**src/rtl/integer_cube.sv**
```systemverilog
// Sequential unsigned cuber: result = x*x*x via one shift-add multiplier used for two passes.
// Optional INTEGER_CUBE_EARLY_EXIT_EN ends each pass once the remaining multiplier bits are zero.
module integer_cube #(
   parameter int WIDTH = 8
) (
   input  logic                 clk_i,
   input  logic                 rst_i,
   input  logic                 start_i,
   input  logic [WIDTH-1:0]     x_i,
   output logic                 busy_o,
   output logic                 done_o,
   output logic [3*WIDTH-1:0]   result_o
);

   localparam int RW = 3 * WIDTH;
   localparam int CW = (WIDTH > 1) ? $clog2(WIDTH) : 1;

   localparam logic [1:0] S_IDLE = 2'd0;
   localparam logic [1:0] S_SQ   = 2'd1;
   localparam logic [1:0] S_CUBE = 2'd2;
   localparam logic [1:0] S_DONE = 2'd3;

   logic [1:0]         state_q, state_d;
   logic [WIDTH-1:0]   op_q, op_d;
   logic [WIDTH-1:0]   shf_q, shf_d;
   logic [2*WIDTH-1:0] sq_q, sq_d;
   logic [RW-1:0]      acc_q, acc_d;
   logic [CW-1:0]      cnt_q, cnt_d;
   logic [RW-1:0]      res_q, res_d;

   logic [RW-1:0]      mcand, addend, sum;
   logic               last;

   // One datapath serves both passes; only the multiplicand source differs.
   always_comb begin
      mcand  = (state_q == S_CUBE) ? RW'(sq_q) : RW'(op_q);
      addend = shf_q[0] ? (mcand << cnt_q) : '0;
      sum    = acc_q + addend;
      last   = (cnt_q == CW'(WIDTH - 1));
`ifdef INTEGER_CUBE_EARLY_EXIT_EN
      last   = last || ((shf_q >> 1) == '0);
`endif
   end

   always_comb begin
      state_d = state_q;
      op_d    = op_q;
      shf_d   = shf_q;
      sq_d    = sq_q;
      acc_d   = acc_q;
      cnt_d   = cnt_q;
      res_d   = res_q;
      case (state_q)
         S_IDLE, S_DONE: begin
            if (start_i) begin
               op_d    = x_i;
               shf_d   = x_i;
               acc_d   = '0;
               cnt_d   = '0;
               state_d = S_SQ;
            end else begin
               state_d = S_IDLE;
            end
         end
         S_SQ, S_CUBE: begin
            if (last) begin
               acc_d = '0;
               cnt_d = '0;
               if (state_q == S_SQ) begin
                  sq_d    = sum[2*WIDTH-1:0];
                  shf_d   = op_q;
                  state_d = S_CUBE;
               end else begin
                  res_d   = sum;
                  state_d = S_DONE;
               end
            end else begin
               shf_d = shf_q >> 1;
               acc_d = sum;
               cnt_d = cnt_q + CW'(1);
            end
         end
         default: state_d = S_IDLE;
      endcase
   end

   always_ff @(posedge clk_i or posedge rst_i) begin
      if (rst_i) begin
         state_q <= S_IDLE;
         op_q    <= '0;
         shf_q   <= '0;
         sq_q    <= '0;
         acc_q   <= '0;
         cnt_q   <= '0;
         res_q   <= '0;
      end else begin
         state_q <= state_d;
         op_q    <= op_d;
         shf_q   <= shf_d;
         sq_q    <= sq_d;
         acc_q   <= acc_d;
         cnt_q   <= cnt_d;
         res_q   <= res_d;
      end
   end

   assign busy_o   = (state_q == S_SQ) || (state_q == S_CUBE);
   assign done_o   = (state_q == S_DONE);
   assign result_o = res_q;

endmodule
```
**config.mk**
```make
export PLATFORM = sky130hd
export DESIGN_NAME = integer_cube
export DESIGN_NICKNAME = d
export VERILOG_FILES = /design/src/rtl/integer_cube.sv
export SDC_FILE = /design/constraint.sdc
export NUM_CORES = 1
export LEC_CHECK = 0
export CORE_MARGIN = 4
export CORE_UTILIZATION = 48
export DETAILED_ROUTE_END_ITERATION = 10
export PLACE_DENSITY = 0.76
export SYNTH_ARGS = -nofsm -noshare
export SYNTH_HDL_FRONTEND = slang
export SYNTH_SLANG_ARGS = --single-unit
```
**constraint.sdc**
```tcl
create_clock -name clk_i -period 4.8 [get_ports clk_i]
set_input_delay 0.96 -clock clk_i [delete_from_list [all_inputs] [get_ports clk_i]]
set_output_delay 0.96 -clock clk_i [all_outputs]
set_load 0.02 [all_outputs]
```
== Word-level counts from Yosys, hierarchy flattened ==
Index checks and enable logic that the tools add are counted.
Cells by class
  bitwise logic cells: 1
  add/sub/neg operators: 2
  muxes and demuxes: 16
  shift operators: 1
  reductions and logical operators: 8
  eq/ne operators: 7
Operators with widths (number)
  $mux 24: 3
  $pmux 24 s2: 1
  $add 24x24->24: 1
  $mux 8: 3
  $shl 16x3->24: 1
  $mux 16: 1
  $pmux 8 s2: 1
  $mux 3: 2
  $pmux 3 s2: 1
  $reduce_and 3->1: 2
  $eq 2x2->1 const B: 2
  $ne 2x2->1 const B: 2
  $pmux 2 s2: 1
  $reduce_and 2->1: 2
  $reduce_or 2->1: 2
  $add 3x1->3 const B: 1
  $eq 3x3->1 const B: 1
  $ne 3x3->1 const B: 1
  $eq 2x1->1 const B: 1
  $logic_not 2->1: 1
  $mux 1: 2
  $mux 2: 1
  $logic_or 1x1->1: 1
  $not 1->1: 1
Word-level totals
  output and inout port bits: 26
  bits in registers: 85
  bits of input ports: 11

== Depth between registers and ports, before layout ==
  depth in word-level cells: 7
  gate-level depth with buffers: 17

== Worst setup path after synthesis ==
No wires, ideal clock.
  path type: register -> register
  start point: register state_q[0]
  end point: register acc_q[20]
  period minus slack after synthesis: 3.570 ns
  setup slack: 1.230 ns
  buffers on the path: 1
  stages on the path, launching flop included: 17
  data required time: 4.678 ns
  arrival: 3.448 ns
  setup time: 0.122 ns
  cell sequence: dfrtp_1 -> inv_1 -> ha_1 -> buf_2 -> mux2_2 -> nor2_1 -> a21oi_1 -> mux2_2 -> nand2b_1 -> o211a_1 -> ha_1 -> a21o_1 -> a31oi_4 -> nand3b_1 -> a21oi_1 -> or4_4 -> a32o_1
Between the ends
  word-level cells in the longest chain between the ends: 7
RTL lines
  start: declaration: line 23  | logic [1:0] state_q, state_d;
  start signal: assignment: line 97  | state_q <= state_d;
  $eq 2x2->1: line 36, 53
  $mux 16: line 36  | mcand = (state_q == S_CUBE) ? RW'(sq_q) : RW'(op_q);
  $shl 16x3->24: line 37  | addend = shf_q[0] ? (mcand << cnt_q) : '0;
  $mux 24: line 37
  $add 24x24->24: line 38  | sum = acc_q + addend;
  $mux 24: line 66  | if (last) begin
  $pmux 24 s2: line 53  | case (state_q)
  end signal: assignment: line 93  | acc_q <= '0;
  end signal: assignment: line 101  | acc_q <= acc_d;
  end: declaration: line 27  | logic [RW-1:0] acc_q, acc_d;
Several ways; a longest one is shown, not always the timed one.
A chain may end at the register's enable or synchronous reset.

== Worst setup path after layout ==
Same ends and word-level chain as after synthesis.

==> results.md <==
* Critical Path RT at 5.03 ns
* Worst slew margin at 30.9%
* FF/Latch Area at 2130 um2
* Fin. max-slew vios at 0
* Clk_lat worst skew at 0.34 ns
* Clock Skews at 0.00705 ns
* Synth Warn # at 0
* Final worst path period share at 84.3%
* Layout filler cell count at 1050
* Num CTS Buffers at 9
* H-tree depth at 3
* Reg2Reg Depth at 15
* DP HPWL at 10500 um
* IO Count at 37
* DP Worst Slack at 0.811 ns
* Max Fclk at 247 MHz
* Top FF cell, synth: dfrtp_1
* Total routed wirelength at 14400 um
* CP Class: flop to flop
* Switch Pwr at 1400 uW
* Initial Util at 49.0%
* RSZ-0062 raised after global routing: no
* First-pass DRT Iterations at 5
* Std-Cell Rows at 39
* Min cycle time layout at 4.05 ns
* Clock Power Share at 22.1%
* Crit start category: flop
* Vias in the first global route at 4777
* CTS tree: done
* Multi-input logic area at 3250 um2
* Vias at 4920
* Fin nets at 697
* Hold_buf cts at 0
* IO buf count at 36
* Worst-Margin Slew at 1.04 ns
* CP max stage delay at 0.49 ns
* Endpoint, Worst Hold: result_o[8]$_DFFE_PP0P_
* Critical path arrival at 4.28 ns
* Share of cells above drive strength 1 at 7.88%
* Post-synthesis cell type count at 60
* Most used cell, CP: ha_1
* Sequential share of power at 34.1%
* Clock transition at path regs at 0.06 ns
* Layout area overhead at 13.2%
* Critical path endpoint category: flop
* # DRC at 0
* Syn nets at 684
* Clk sinks at 85
* Hold depth at 2
* Chip height at 116 um
* Commonest non-fill, non-tap cell in the layout: nand2_1
* Initial antenna violation count at 1
* Final worst slack at 0.754 ns
* Worst vdd rail ir drop at 0.303 mV
* Gp weighted congestion at 1.02
* Root Driver: clkbuf_16
* Pleak at 0.00278 uW
* Max stage delay cell, worst path: or4_4
* Final number of hold-violating endpoints at 0
* Setup bufs post-CTS at 0
* Run status: complete, no violations
* First-pass GRT wire length at 24300 um
* Largest net degree at the start of global routing at 62
* Flop-to-flop setup slack at 0.75 ns
* GRT overflow at 0
* Routed Antenna Nets at 0
* DIE WIDTH at 116 um
* Asr flop ratio synth at 100%
* Internal at 1950 uW
* Total core area at 11400 um2
* Min-delay worst type: flop to flop
* PD cells at 529 nW/um2
* Antenna cells at 0
* Final Setup Violations at 0
* Clk buf depth at 2
* Critical path, cell by cell: inv_1 > ha_1 > mux2_2 > mux2i_1 > o22ai_1 > nand2_1 > o21ai_0 > and2_1 > ha_1 > a21o_1 > a31oi_4 > nand3b_1 > a21oi_1 > or4_4 > a32o_1
* Maxcap violations at 0
* DR iter-0 viols at 475
* Origin of the critical flop-to-flop path: state_q[0]$_DFFE_PP0P_
* Synthesized area at 5590 um2
* Largest cells by area after synthesis: dfrtp_1, nand2_1, ha_1
* EDFF count, synth at 0
* Fin util at 55.4%
* Hold path startpoint: result_o[8]$_DFFE_PP0P_
* Syn Area/Cell at 8.70 um2
* Comb pwr share at 43.8%
* All-Layer GR Usage at 22.9%
* WL per Instance at 18.0 um
* Commonest cells after routing, fill and taps aside: nand2_1, dfrtp_1, o21ai_0
* Leading area contributor after synthesis: dfrtp_1
* Switching part of the total at 41.7%
* Largest fanout on the critical path at 9
* Reg-to-reg endpoint: acc_q[20]$_DFFE_PP0P_
* Post-Synthesis Cells at 643
* Sequential cell area fraction in the yosys report at 38.0%
* Post-CTS sizing at 0
* Die area at 13400 um2
* Area share of the largest cell type after synthesis at 38.0%
* Via/cell ratio at 6.13
* Setup TNS at 0 ns
* Register bit total from synthesis at 85
## state kept, by name (all words and copies together) (netlist names)
register  count
sq_q         16
acc_q        24
shf_q         8
cnt_q         3
op_q          8
state_q       2
result_o     24
## layout make-up
cell class	count	area share, %
Multi-Input combinational cell	505	51.4
Sequential cell	85	33.6
Timing Repair Buffer	42	6.41
Clock buffer	10	3.62
Tap cell	143	2.83
Clock inverter	5	1.34
Inverter	13	0.791
## kinds of logic (layout without fill, tap and decap cells)
| kind of cell | Yosys count | after routing | synth area share (%) |
|---|---|---|---|
| adders and majority gates | 30 | 30 | 6.85 |
| xor gates and xnor gates | 14 | 14 | 2.19 |
| buffers and inverters | 53 | 70 | 3.85 |
| and+or+nand+nor | 223 | 223 | 18.4 |
| muxes | 43 | 43 | 8.30 |
| AOI/OAI and AO/OA | 195 | 195 | 22.4 |
| DFF | 85 | 85 | 38.0 |
## power groups by stage
| stage | clock network (uW) | logic (uW) | registers (uW) |
|---|---|---|---|
| after detailed placement | 0 | 1440 | 1150 |
| after CTS | 750 | 1450 | 1140 |
| final | 741 | 1470 | 1140 |
| after global routing | 782 | 1620 | 1170 |
| after floorplan | 0 | 1080 | 1080 |
| after global placement | 0 | 1400 | 1140 |
## per-stage QoR
stage                     hold WS, ns  power [uW]  instance area, um2  cells
after floorplan                 0.444        2160                5590    643
after global placement          0.461        2530                6010    788
after detailed placement        0.470        2590                6010    788
after CTS                       0.484        3340                6330    803
after global routing            0.508        3570                6330    803
final                           0.476        3350                6330    803
## worst max-delay path: cells and delay by family, from the launching register on
family,cells,cell delay (ns)
flops,1,0.40
fa+ha+maj,2,0.80
buf+inv,1,0.11
simple gates,4,0.89
compound gates,6,1.13
mux,2,0.59
## routing by layer
metal  global-route usage [%]  part of all wire [%]  routed length (um)  vias to the layer above
met5                        0                 0.048                   7                        -
met4                     8.89                   2.2                 320                        2
met3                     3.97                   6.5                 942                       36
met2                     35.3                    45                6490                      175
met1                     32.4                    46                6680                     2348
li1                         -                     -                   -                     2359
## how the worst max path moves through the flow
| stage | startpoint | endpoint | slack (ns) | cells after the start |
|---|---|---|---|---|
| floorplan | state_q[0]$_DFFE_PP0P_ | acc_q[20]$_DFFE_PP0P_ | 1.23 | 16 |
| global placement | state_q[0]$_DFFE_PP0P_ | acc_q[20]$_DFFE_PP0P_ | 0.90 | 15 |
| detailed placement | state_q[0]$_DFFE_PP0P_ | acc_q[20]$_DFFE_PP0P_ | 0.81 | 15 |
| CTS | state_q[0]$_DFFE_PP0P_ | acc_q[20]$_DFFE_PP0P_ | 0.78 | 15 |
| global route | state_q[0]$_DFFE_PP0P_ | result_o[11]$_DFFE_PP0P_ | 0.50 | 15 |
| finish | state_q[0]$_DFFE_PP0P_ | acc_q[20]$_DFFE_PP0P_ | 0.75 | 15 |
## synthesized netlist by cell type, types with 6 or more instances
library cell / n
inv_1: 13
nor2b_1: 6
o211ai_1: 9
ha_1: 29
o211a_1: 7
o22ai_1: 6
mux2i_1: 25
xor2_1: 6
a21o_1: 12
nand2b_1: 8
nor2_1: 36
buf_2: 6
dfrtp_1: 85
nand3_1: 20
mux2_2: 17
nand4_1: 12
a21oi_1: 41
nand2_1: 103
xnor2_1: 8
o21ai_0: 72
or3_1: 6
and2_1: 10
clkbuf_1: 30
o2111ai_1: 7
nor3_1: 6
Power figures use the tool's default switching activity.
